$ cat config.mk
export PLATFORM = sky130hd
export DESIGN_NAME = router_sync_flat
export DESIGN_NICKNAME = d
export VERILOG_FILES = /design/src/rtl/router_pkg.sv /design/src/rtl/router_sync_if.sv /design/src/rtl/router_sync_timer.sv /design/src/rtl/router_sync.sv /design/src/flat_wrapper.sv
export SDC_FILE = /design/constraint.sdc
export NUM_CORES = 1
export LEC_CHECK = 0
export CAP_MARGIN = 40
export CORE_UTILIZATION = 48
export CTS_CLUSTER_DIAMETER = 100
export DETAILED_ROUTE_END_ITERATION = 10
export GPL_ROUTABILITY_DRIVEN = 0
export PLACE_DENSITY = 0.82
export SLEW_MARGIN = 20
export SYNTH_ARGS = -nofsm -noshare
export SYNTH_HDL_FRONTEND = slang
export SYNTH_SLANG_ARGS = --single-unit
$ cat constraint.sdc
create_clock -name clock -period 2.3 [get_ports clock]
set_input_delay 0.46 -clock clock [delete_from_list [all_inputs] [get_ports clock]]
set_output_delay 0.46 -clock clock [all_outputs]
set_load 0.05 [all_outputs]
$ cat src/rtl/router_pkg.sv
// Shared types and constants for the 1x3 router slice.
package router_pkg;

    localparam int ROUTER_NUM_PORTS = 3;
    localparam int TIMEOUT_DEFAULT  = 30;

    typedef logic [1:0] addr_t;

    localparam addr_t ADDR_INVALID = 2'b11;

    // One-hot FIFO select for an address; the invalid address selects nothing.
    function automatic logic [ROUTER_NUM_PORTS-1:0] addr_onehot(input addr_t addr);
        logic [ROUTER_NUM_PORTS-1:0] sel;
        sel = '0;
        if (addr != ADDR_INVALID) begin
            sel[addr] = 1'b1;
        end
        return sel;
    endfunction

endpackage

$ cat src/rtl/router_sync_if.sv
// Router FSM / output FIFO bundle seen by router_sync.
// Optional feature macro: ROUTER_SYNC_ADDR_ERR_EN (adds addr_err).
interface router_sync_if;
    import router_pkg::*;

    logic                        detect_add;
    addr_t                       data_in;
    logic                        write_enb_reg;
    logic                        read_enb_0;
    logic                        read_enb_1;
    logic                        read_enb_2;
    logic                        empty_0;
    logic                        empty_1;
    logic                        empty_2;
    logic                        full_0;
    logic                        full_1;
    logic                        full_2;
    logic [ROUTER_NUM_PORTS-1:0] write_enb;
    logic                        fifo_full;
    logic                        vld_out_0;
    logic                        vld_out_1;
    logic                        vld_out_2;
    logic                        soft_reset_0;
    logic                        soft_reset_1;
    logic                        soft_reset_2;
`ifdef ROUTER_SYNC_ADDR_ERR_EN
    logic                        addr_err;
`endif

    // FSM, FIFOs and readers drive the inputs and observe the results.
    modport master (
`ifdef ROUTER_SYNC_ADDR_ERR_EN
        input  addr_err,
`endif
        output detect_add, data_in, write_enb_reg,
        output read_enb_0, read_enb_1, read_enb_2,
        output empty_0, empty_1, empty_2,
        output full_0, full_1, full_2,
        input  write_enb, fifo_full,
        input  vld_out_0, vld_out_1, vld_out_2,
        input  soft_reset_0, soft_reset_1, soft_reset_2
    );

    // The synchronizer itself.
    modport slave (
`ifdef ROUTER_SYNC_ADDR_ERR_EN
        output addr_err,
`endif
        input  detect_add, data_in, write_enb_reg,
        input  read_enb_0, read_enb_1, read_enb_2,
        input  empty_0, empty_1, empty_2,
        input  full_0, full_1, full_2,
        output write_enb, fifo_full,
        output vld_out_0, vld_out_1, vld_out_2,
        output soft_reset_0, soft_reset_1, soft_reset_2
    );

endinterface

$ cat src/rtl/router_sync_timer.sv
// Per-port read-stall timer: after TIMEOUT consecutive cycles of valid data
// that nobody reads, pulses soft_reset for one cycle and starts counting again.
module router_sync_timer
    import router_pkg::*;
#(
    parameter int TIMEOUT = TIMEOUT_DEFAULT, // >= 2
    parameter int CNT_W   = 5                // 2**CNT_W >= TIMEOUT
) (
    input  logic clock,
    input  logic resetn,
    input  logic vld,
    input  logic rd,
    output logic soft_reset
);

    logic [CNT_W-1:0] cnt;
    logic             stall;

    assign stall = vld && !rd;

    // Count stall cycles; the TIMEOUT-th one wraps the count and fires the pulse.
    always_ff @(posedge clock) begin
        // NOTE: state registers use non-blocking assignments so every flop samples pre-edge values.
        if (!resetn) begin
            cnt        <= '0;
            soft_reset <= 1'b0;
        end else if (stall && cnt == CNT_W'(TIMEOUT - 1)) begin
            cnt        <= '0;
            soft_reset <= 1'b1;
        end else if (stall) begin
            cnt        <= cnt + 1'b1;
            soft_reset <= 1'b0;
        end else begin
            cnt        <= '0;
            soft_reset <= 1'b0;
        end
    end

endmodule

$ cat src/rtl/router_sync.sv
// Router synchronizer: latches the header address, steers the FSM write
// strobe to one FIFO, returns its full flag, drives valid_out and times out
// unread ports.
// Optional feature macro: ROUTER_SYNC_ADDR_ERR_EN (registered addr_err pulse
// after a header carrying the invalid address).
module router_sync
    import router_pkg::*;
#(
    parameter int TIMEOUT = TIMEOUT_DEFAULT,
    parameter int CNT_W   = 5
) (
    input  logic          clock,
    input  logic          resetn,
    router_sync_if.slave  bus
);

    addr_t addr_q;

    // Header address latch; a header cycle still decodes with the previous address.
    always_ff @(posedge clock) begin
        if (!resetn) begin
            addr_q <= ADDR_INVALID;
        end else if (bus.detect_add) begin
            addr_q <= bus.data_in;
        end
    end

    // Write steering and full-flag return for the selected FIFO.
    always_comb begin
        // NOTE: defaults first so no path through the block leaves an output unassigned (no latch).
        bus.write_enb = '0;
        bus.fifo_full = 1'b0;
        if (bus.write_enb_reg) begin
            bus.write_enb = addr_onehot(addr_q);
        end
        case (addr_q)
            2'd0:    bus.fifo_full = bus.full_0;
            2'd1:    bus.fifo_full = bus.full_1;
            2'd2:    bus.fifo_full = bus.full_2;
            default: bus.fifo_full = 1'b0;
        endcase
    end

    assign bus.vld_out_0 = ~bus.empty_0;
    assign bus.vld_out_1 = ~bus.empty_1;
    assign bus.vld_out_2 = ~bus.empty_2;

    router_sync_timer #(.TIMEOUT(TIMEOUT), .CNT_W(CNT_W)) u_timer_0 (
        .clock      (clock),
        .resetn     (resetn),
        .vld        (bus.vld_out_0),
        .rd         (bus.read_enb_0),
        .soft_reset (bus.soft_reset_0)
    );

    router_sync_timer #(.TIMEOUT(TIMEOUT), .CNT_W(CNT_W)) u_timer_1 (
        .clock      (clock),
        .resetn     (resetn),
        .vld        (bus.vld_out_1),
        .rd         (bus.read_enb_1),
        .soft_reset (bus.soft_reset_1)
    );

    router_sync_timer #(.TIMEOUT(TIMEOUT), .CNT_W(CNT_W)) u_timer_2 (
        .clock      (clock),
        .resetn     (resetn),
        .vld        (bus.vld_out_2),
        .rd         (bus.read_enb_2),
        .soft_reset (bus.soft_reset_2)
    );

`ifdef ROUTER_SYNC_ADDR_ERR_EN
    // One-cycle error flag following a header with the invalid address.
    always_ff @(posedge clock) begin
        if (!resetn) begin
            bus.addr_err <= 1'b0;
        end else begin
            bus.addr_err <= bus.detect_add && (bus.data_in == ADDR_INVALID);
        end
    end
`endif

endmodule
$ cat src/flat_wrapper.sv
// flat-port wrapper written by rule: the top's interface ports become plain ports
module router_sync_flat import router_pkg::*;
#(
    parameter int TIMEOUT = TIMEOUT_DEFAULT,
    parameter int CNT_W   = 5
)
  (clock, resetn, bus_detect_add, bus_data_in, bus_write_enb_reg, bus_read_enb_0, bus_read_enb_1, bus_read_enb_2, bus_empty_0, bus_empty_1, bus_empty_2, bus_full_0, bus_full_1, bus_full_2, bus_write_enb, bus_fifo_full, bus_vld_out_0, bus_vld_out_1, bus_vld_out_2, bus_soft_reset_0, bus_soft_reset_1, bus_soft_reset_2);
  router_sync_if bus_i ();
  input  logic clock;
  input  logic resetn;
  input wire logic [$bits(bus_i.detect_add)-1:0] bus_detect_add;
  input wire logic [$bits(bus_i.data_in)-1:0] bus_data_in;
  input wire logic [$bits(bus_i.write_enb_reg)-1:0] bus_write_enb_reg;
  input wire logic [$bits(bus_i.read_enb_0)-1:0] bus_read_enb_0;
  input wire logic [$bits(bus_i.read_enb_1)-1:0] bus_read_enb_1;
  input wire logic [$bits(bus_i.read_enb_2)-1:0] bus_read_enb_2;
  input wire logic [$bits(bus_i.empty_0)-1:0] bus_empty_0;
  input wire logic [$bits(bus_i.empty_1)-1:0] bus_empty_1;
  input wire logic [$bits(bus_i.empty_2)-1:0] bus_empty_2;
  input wire logic [$bits(bus_i.full_0)-1:0] bus_full_0;
  input wire logic [$bits(bus_i.full_1)-1:0] bus_full_1;
  input wire logic [$bits(bus_i.full_2)-1:0] bus_full_2;
  output wire logic [$bits(bus_i.write_enb)-1:0] bus_write_enb;
  output wire logic [$bits(bus_i.fifo_full)-1:0] bus_fifo_full;
  output wire logic [$bits(bus_i.vld_out_0)-1:0] bus_vld_out_0;
  output wire logic [$bits(bus_i.vld_out_1)-1:0] bus_vld_out_1;
  output wire logic [$bits(bus_i.vld_out_2)-1:0] bus_vld_out_2;
  output wire logic [$bits(bus_i.soft_reset_0)-1:0] bus_soft_reset_0;
  output wire logic [$bits(bus_i.soft_reset_1)-1:0] bus_soft_reset_1;
  output wire logic [$bits(bus_i.soft_reset_2)-1:0] bus_soft_reset_2;
  assign bus_i.detect_add = bus_detect_add;
  assign bus_i.data_in = bus_data_in;
  assign bus_i.write_enb_reg = bus_write_enb_reg;
  assign bus_i.read_enb_0 = bus_read_enb_0;
  assign bus_i.read_enb_1 = bus_read_enb_1;
  assign bus_i.read_enb_2 = bus_read_enb_2;
  assign bus_i.empty_0 = bus_empty_0;
  assign bus_i.empty_1 = bus_empty_1;
  assign bus_i.empty_2 = bus_empty_2;
  assign bus_i.full_0 = bus_full_0;
  assign bus_i.full_1 = bus_full_1;
  assign bus_i.full_2 = bus_full_2;
  assign bus_write_enb = bus_i.write_enb;
  assign bus_fifo_full = bus_i.fifo_full;
  assign bus_vld_out_0 = bus_i.vld_out_0;
  assign bus_vld_out_1 = bus_i.vld_out_1;
  assign bus_vld_out_2 = bus_i.vld_out_2;
  assign bus_soft_reset_0 = bus_i.soft_reset_0;
  assign bus_soft_reset_1 = bus_i.soft_reset_1;
  assign bus_soft_reset_2 = bus_i.soft_reset_2;
  router_sync #(.TIMEOUT(TIMEOUT), .CNT_W(CNT_W)) u_core (.clock(clock), .resetn(resetn), .bus(bus_i));
endmodule
==> impl_metrics.yaml, run 1 <==
outcome:
  status: "finished, violations left"
  violations: "design-rule violations"
placement:
  port_buffers: 24
  dp_hpwl_um: 1232
  dp_cells: 127
  pre_cts_ws_ns: 0.3613
critical_path:
  rr_worst_depth: 5
  cp.required_ns: 1.84
  rr_endpoint: "u_core.u_timer_1.cnt[2]"
  critical_path_class: "in2out"
  regToRegStartpoint: "u_core.u_timer_1.cnt[1]"
  arrival_ns: 1.47
  endpoint_kind: "primary output"
  startpoint_type: "input port"
  reg2reg_slack_ns: 1.23
  path_max_fanout: 3
timing:
  worst_pin_slew_ns: 0.4962
  max_freq_mhz: 517.3
  clock_skew_ns: 0.001012
  rsz0062_at_grt: "no"
  worst_slack_ns: 0.3668
  maxSlewViolCount: 0
  hold_violations: 0
  setup-tns-final_ns: 0
  finalCriticalPeriod_ns: 1.933
  max_slew_margin_pct: 66.82
  period_share_pct: 84.05
  setup_viol: 0
layout:
  layout.nets: 137
  instances_no_fill: 130
  n_antenna_cell: 0
  drive_above_1_share_pct: 11.40
  syn2layout_area_growth_pct: 42.12
die:
  io_pins: 25
  num_rows: 14
  fp.coreArea_um2: 1559
  start_util_pct: 52.97
  die_x_um: 43.48
  die_h_um: 43.48
  die_area_um2: 1890
grt:
  antenna_found_initial: 0
  grt-ovfl-total: 0
  grt_max_degree: 11
  grt_pass1_wl_um: 2684
  track_usage_pct: 20.32
  grt_pass1_vias: 641
pwr:
  max-vdd-ir-drop_mv: 0.4236
  power_leakage_nw: 0.4765
  pwr_density_cell_nw_per_um2: 523.7
route:
  highest_layer: "met4"
  wl_per_cell_um: 12.01
  drt_first_pass_iters: 7
  dr_wl_met2_um: 736
  drt_iter0_drc: 22
  wl_met3_um: 159
  m1WireLength_um: 633
  vias: 654
  vias_per_cell: 5.031
  drcViolationCount: 10
  drtAntennaViolNets: 0
  wirelength_um: 1561
clocking:
  cts_tree: "built"
  numCtsBuffers: 3
  clkTransAtPathRegs_ns: 0.10
  hold_buffers: 0
  insertion_delay_ns: 0.30
  clock_sinks: 20
  cts_resized: 0
  cts_setup_buffers: 0
  cts.htree.levels: 1
  clk_path_buf_depth: 2
  cts_root_buf: "clkbuf_4"
min_path:
  hp-class: "reg2reg"
  whs_path_depth: 1
  worstHoldStart: "u_core.u_timer_1.cnt[0]"
  hold_path_end: "u_core.u_timer_1.cnt[0]"
synthesis:
  syn_nets: 109
  postSynthCellCount: 88
  synth.distinct_cells: 16
  syn_avg_cell_area_um2: 9.384
  yosysSeqAreaShare_pct: 48.48
  ys_ff_latch: 20
  yosysWarningCount: 0
  synth_area_um2: 825.8
run:
  max-cap-violations: 0
-- state kept, by name, summed over array words and instances (netlist names) --
signal and cells:
u_core.u_timer_1.soft_reset 1, u_core.u_timer_2.soft_reset 1, u_core.u_timer_1.cnt 5, u_core.u_timer_2.cnt 5, u_core.addr_q 2, u_core.u_timer_0.cnt 5, u_core.u_timer_0.soft_reset 1
-- critical path: stages --
cell and delay (ns):
clkdlybuf4s50_1 0.48, nor3b_1 0.34, buf_12 0.19
-- cells in the mapped netlist (all sizes together) --
cell type	n	area, um^2
and3b	2	17.52
buf	1	5.000
dfxtp	20	400.4
ha	6	75.07
inv	6	22.52
mux2i	3	30.03
nand2	5	18.77
nand3	9	60.06
nand3b	1	7.510
nand4	3	18.77
nor2	21	78.83
nor3b	1	7.510
o21ai	1	5.000
xnor2	3	26.28
xor2	6	52.55
-- how the worst max path moves through the flow --
stage          slack, ns         startpoint                to
6_report            0.37  bus_write_enb_reg  bus_write_enb[0]
5_1_grt             0.32  bus_write_enb_reg  bus_write_enb[0]
4_1_cts             0.36  bus_write_enb_reg  bus_write_enb[0]
3_5_place_dp        0.36  bus_write_enb_reg  bus_write_enb[0]
3_3_place_gp        0.39  bus_write_enb_reg  bus_write_enb[0]
2_1_floorplan       0.23  bus_write_enb_reg  bus_write_enb[0]
-- power by group --
group	leakage (nW)	switching [mW]	internal (mW)
logic	0.301	0.0420	0.0508
registers	0.162	0.00570	0.351
clock network	0.0138	0.104	0.0613
-- area by class of cell --
class / instances / area (um^2)
well taps: 16 / 20.02
multi-input cells: 61 / 397.9
inverters: 6 / 22.52
flip-flops and latches: 20 / 400.4
clock buffers: 3 / 22.52
fillers: 96 / 385.4
repair buffers: 24 / 310.3
-- through the flow --
step	hold WS (ns)	power, mW	utilization, %	area, um^2
3_5_place_dp	0.4621	0.4582	73.84	1151
6_report	0.4831	0.6146	75.28	1174
3_3_place_gp	0.4462	0.4558	73.84	1151
2_1_floorplan	0.4334	0.4030	-	825.8
4_1_cts	0.4868	0.6208	75.28	1174
5_1_grt	0.5141	0.6406	75.28	1174
-- routing by layer --
metal,vias up,GRT usage (%)
met5,-,0
met4,0,13.13
met3,4,8.750
met2,23,33.94
met1,291,20.69
li1,336,-
-- cell usage in the layout, fill, tap and decap left out --
| cell | n |
|---|---|
| nor2_1 | 21 |
| dfxtp_1 | 20 |
| clkdlybuf4s50_1 | 17 |
| buf_12 | 7 |
| inv_1 | 6 |
| nand3_1 | 6 |
| xor2_1 | 6 |
| ha_1 | 6 |
| nand2_1 | 5 |
| mux2i_1 | 3 |
| nand4_1 | 3 |
| nand3_2 | 3 |
| xnor2_1 | 3 |
| clkbuf_4 | 3 |
| and3b_1 | 2 |
| nand3b_1 | 1 |
| o21ai_1 | 1 |
| nor3b_1 | 1 |
-- cells by family (layout without fill, tap and decap cells) --
kind of cell               after synthesis  after routing  share of synthesized area, %
buffers and inverters                    7             33                         3.333
adders and majority gates                6              6                         9.091
muxes                                    3              3                         3.637
and+or+nand+nor                         42             42                         25.31
xor gates and xnor gates                 9              9                         9.546
DFF                                     20             20                         48.48
AOI/OAI and AO/OA                        1              1                        0.6055
Power figures use the tool's default switching activity.
==> run 2: changes to the inputs <==
CORE_UTILIZATION = 40   (was 48)
PLACE_DENSITY = 0.73   (was 0.82)
clock period = 1.75 ns   (was 2.3 ns; I/O delays follow)
==> run 2 against run 1 <==
  * The flow now finishes without violations
  * Global-route usage fell by 6.6 points
  * First-iteration DRC count is 68% lower
  * Clock power up 27%
  * Sequential cell count unchanged
  * Sequential power rose by 31%
  * Design area up 0.96%
  * Die area is 19% higher
  * Cell count grew 8.5%
  * Critical path depth increased by 1
  * Total power is 30% higher
  * Critical path type unchanged
  * Largest power group unchanged
==> impl_metrics.yaml, run 2 (same netlist as run 1, synthesis figures left out) <==
grt:
  antenna_found_initial: 0
  grt_pass1_vias: 542
  grt-ovfl-total: 0
  grt_max_degree: 11
  grt_pass1_wl_um: 2070
  track_usage_pct: 13.73
layout:
  syn2layout_area_growth_pct: 43.49
  mostFrequentLayoutCell: "nor2_1"
  top_regs: "u_core.u_timer_0.cnt (5), u_core.u_timer_1.cnt (5), u_core.u_timer_2.cnt (5)"
  n_antenna_cell: 0
  filler_cell_count: 178
  layout.nets: 137
  drive_above_1_share_pct: 14.91
  mostFrequentLayoutCells: "nor2_1, dfxtp_1, clkdlybuf4s50_1, buf_12"
die:
  die_area_um2: 2250
  die_x_um: 47.44
  io_pins: 25
  num_rows: 16
  start_util_pct: 42.53
  die_h_um: 47.44
  fp.coreArea_um2: 1942
placement:
  port_buffers: 24
  pre_cts_ws_ns: 0.1307
  dp_hpwl_um: 1159
timing:
  maxSlewViolCount: 0
  worst_pin_slew_ns: 0.3197
  max_freq_mhz: 621.6
  period_share_pct: 91.93
  hold_violations: 0
  rsz0062_at_grt: "no"
  setup-tns-final_ns: 0
  max_slew_margin_pct: 78.62
  finalCriticalPeriod_ns: 1.609
  setup_viol: 0
  worst_slack_ns: 0.1412
  clock_skew_ns: 0.005233
clocking:
  hold_buffers: 0
  cts_tree: "built"
  cts.htree.levels: 1
  clk_path_buf_depth: 2
  cts_resized: 0
  cts_root_buf: "clkbuf_4"
  insertion_delay_ns: 0.29
  clock_sinks: 20
  numCtsBuffers: 3
  clkTransAtPathRegs_ns: 0.11
  cts_setup_buffers: 0
pwr:
  pwr-share-clk_pct: 26.3
  switching_share_pct: 23.99
  power_leakage_nw: 0.4838
  intPower_uw: 608.3
  p_sw_uw: 191.9
  seq_power_share_pct: 58.6
  pwr_density_cell_nw_per_um2: 675.4
  max-vdd-ir-drop_mv: 0.4070
  comb_power_share_pct: 15.1
critical_path:
  critical_path_class: "in2out"
  path_max_fanout: 1
  endpoint_kind: "primary output"
  arrival_ns: 1.26
  rr_worst_depth: 5
  cp.required_ns: 1.40
  startpoint_type: "input port"
route:
  drt_iter0_drc: 7
  wl_per_cell_um: 10.18
  vias_per_cell: 4.553
  drtAntennaViolNets: 0
  wirelength_um: 1436
  drt_first_pass_iters: 3
  vias: 642
  drcViolationCount: 0
min_path:
  whs_path_depth: 1
  hp-class: "reg2reg"
outcome:
  status: "finished, final reports clean"
run:
  max-cap-violations: 0
## run 2: cell count changes in the layout (fill, tap and decap cells not counted)
| cell | delta |
|---|---|
| nor3b_1 | -1 |
| clkdlybuf4s50_1 | -3 |
| buf_4 | +3 |
| nor3b_2 | +1 |
## run 2: worst paths after layout
kind,start,end,slack (ns)
setup reg to reg,u_core.u_timer_1.cnt[1],u_core.u_timer_1.cnt[3],0.73
hold reg to reg,u_core.u_timer_1.cnt[0],u_core.u_timer_1.cnt[0],0.48
hold / removal,u_core.u_timer_1.cnt[0],u_core.u_timer_1.cnt[0],0.48
setup / recovery,bus_full_0,bus_fifo_full,0.14
## run 2: layout make-up
cell class                 count  area [um^2]  area share (%)
tap                           27        33.78           2.851
multi-input combinational     61        402.9           34.00
timing repair buffer          24        302.8           25.55
inverter                       6        22.52           1.901
sequential                    20        400.4           33.79
clock buffer                   3        22.52           1.901
## run 2: per-stage QoR
stage | cells | utilization, % | area (um^2) | power, mW | hold slack (ns)
2_1_floorplan | 88 | - | 830.8 | 0.5304 | 0.4334
3_3_place_gp | 138 | 59.86 | 1162 | 0.5996 | 0.4495
3_5_place_dp | 138 | 59.86 | 1162 | 0.6018 | 0.4612
4_1_cts | 141 | 61.02 | 1185 | 0.8150 | 0.4886
5_1_grt | 141 | 61.02 | 1185 | 0.8452 | 0.5108
6_report | 141 | 61.02 | 1185 | 0.8002 | 0.4816
## run 2: power by group through the flow
stage	logic, mW	clock network [mW]	registers (mW)
6_report	0.121	0.210	0.469
5_1_grt	0.128	0.247	0.470
4_1_cts	0.123	0.223	0.469
3_5_place_dp	0.122	0	0.480
3_3_place_gp	0.120	0	0.479
2_1_floorplan	0.0524	0	0.478
## run 2: metal layers
layer  track usage, %  vias up  wire length [um]
met5                0        -                 0
met4            10.29        0                13
met1            15.12      285               642
met3            3.396        2               110
met2            22.74       18               670
li1                 -      337                 -
## run 2: worst max-delay path, cell delays in order
cell and delay, ns:
clkdlybuf4s50_1 0.46, mux2i_1 0.06, o21ai_1 0.22, buf_12 0.17
==> run 3: changes to the inputs <==
ABC_CLOCK_PERIOD_IN_PS = 1750   (was default)
==> results of run 3 <==
No change in the layout: final DEF, timing and power equal those of run 2.
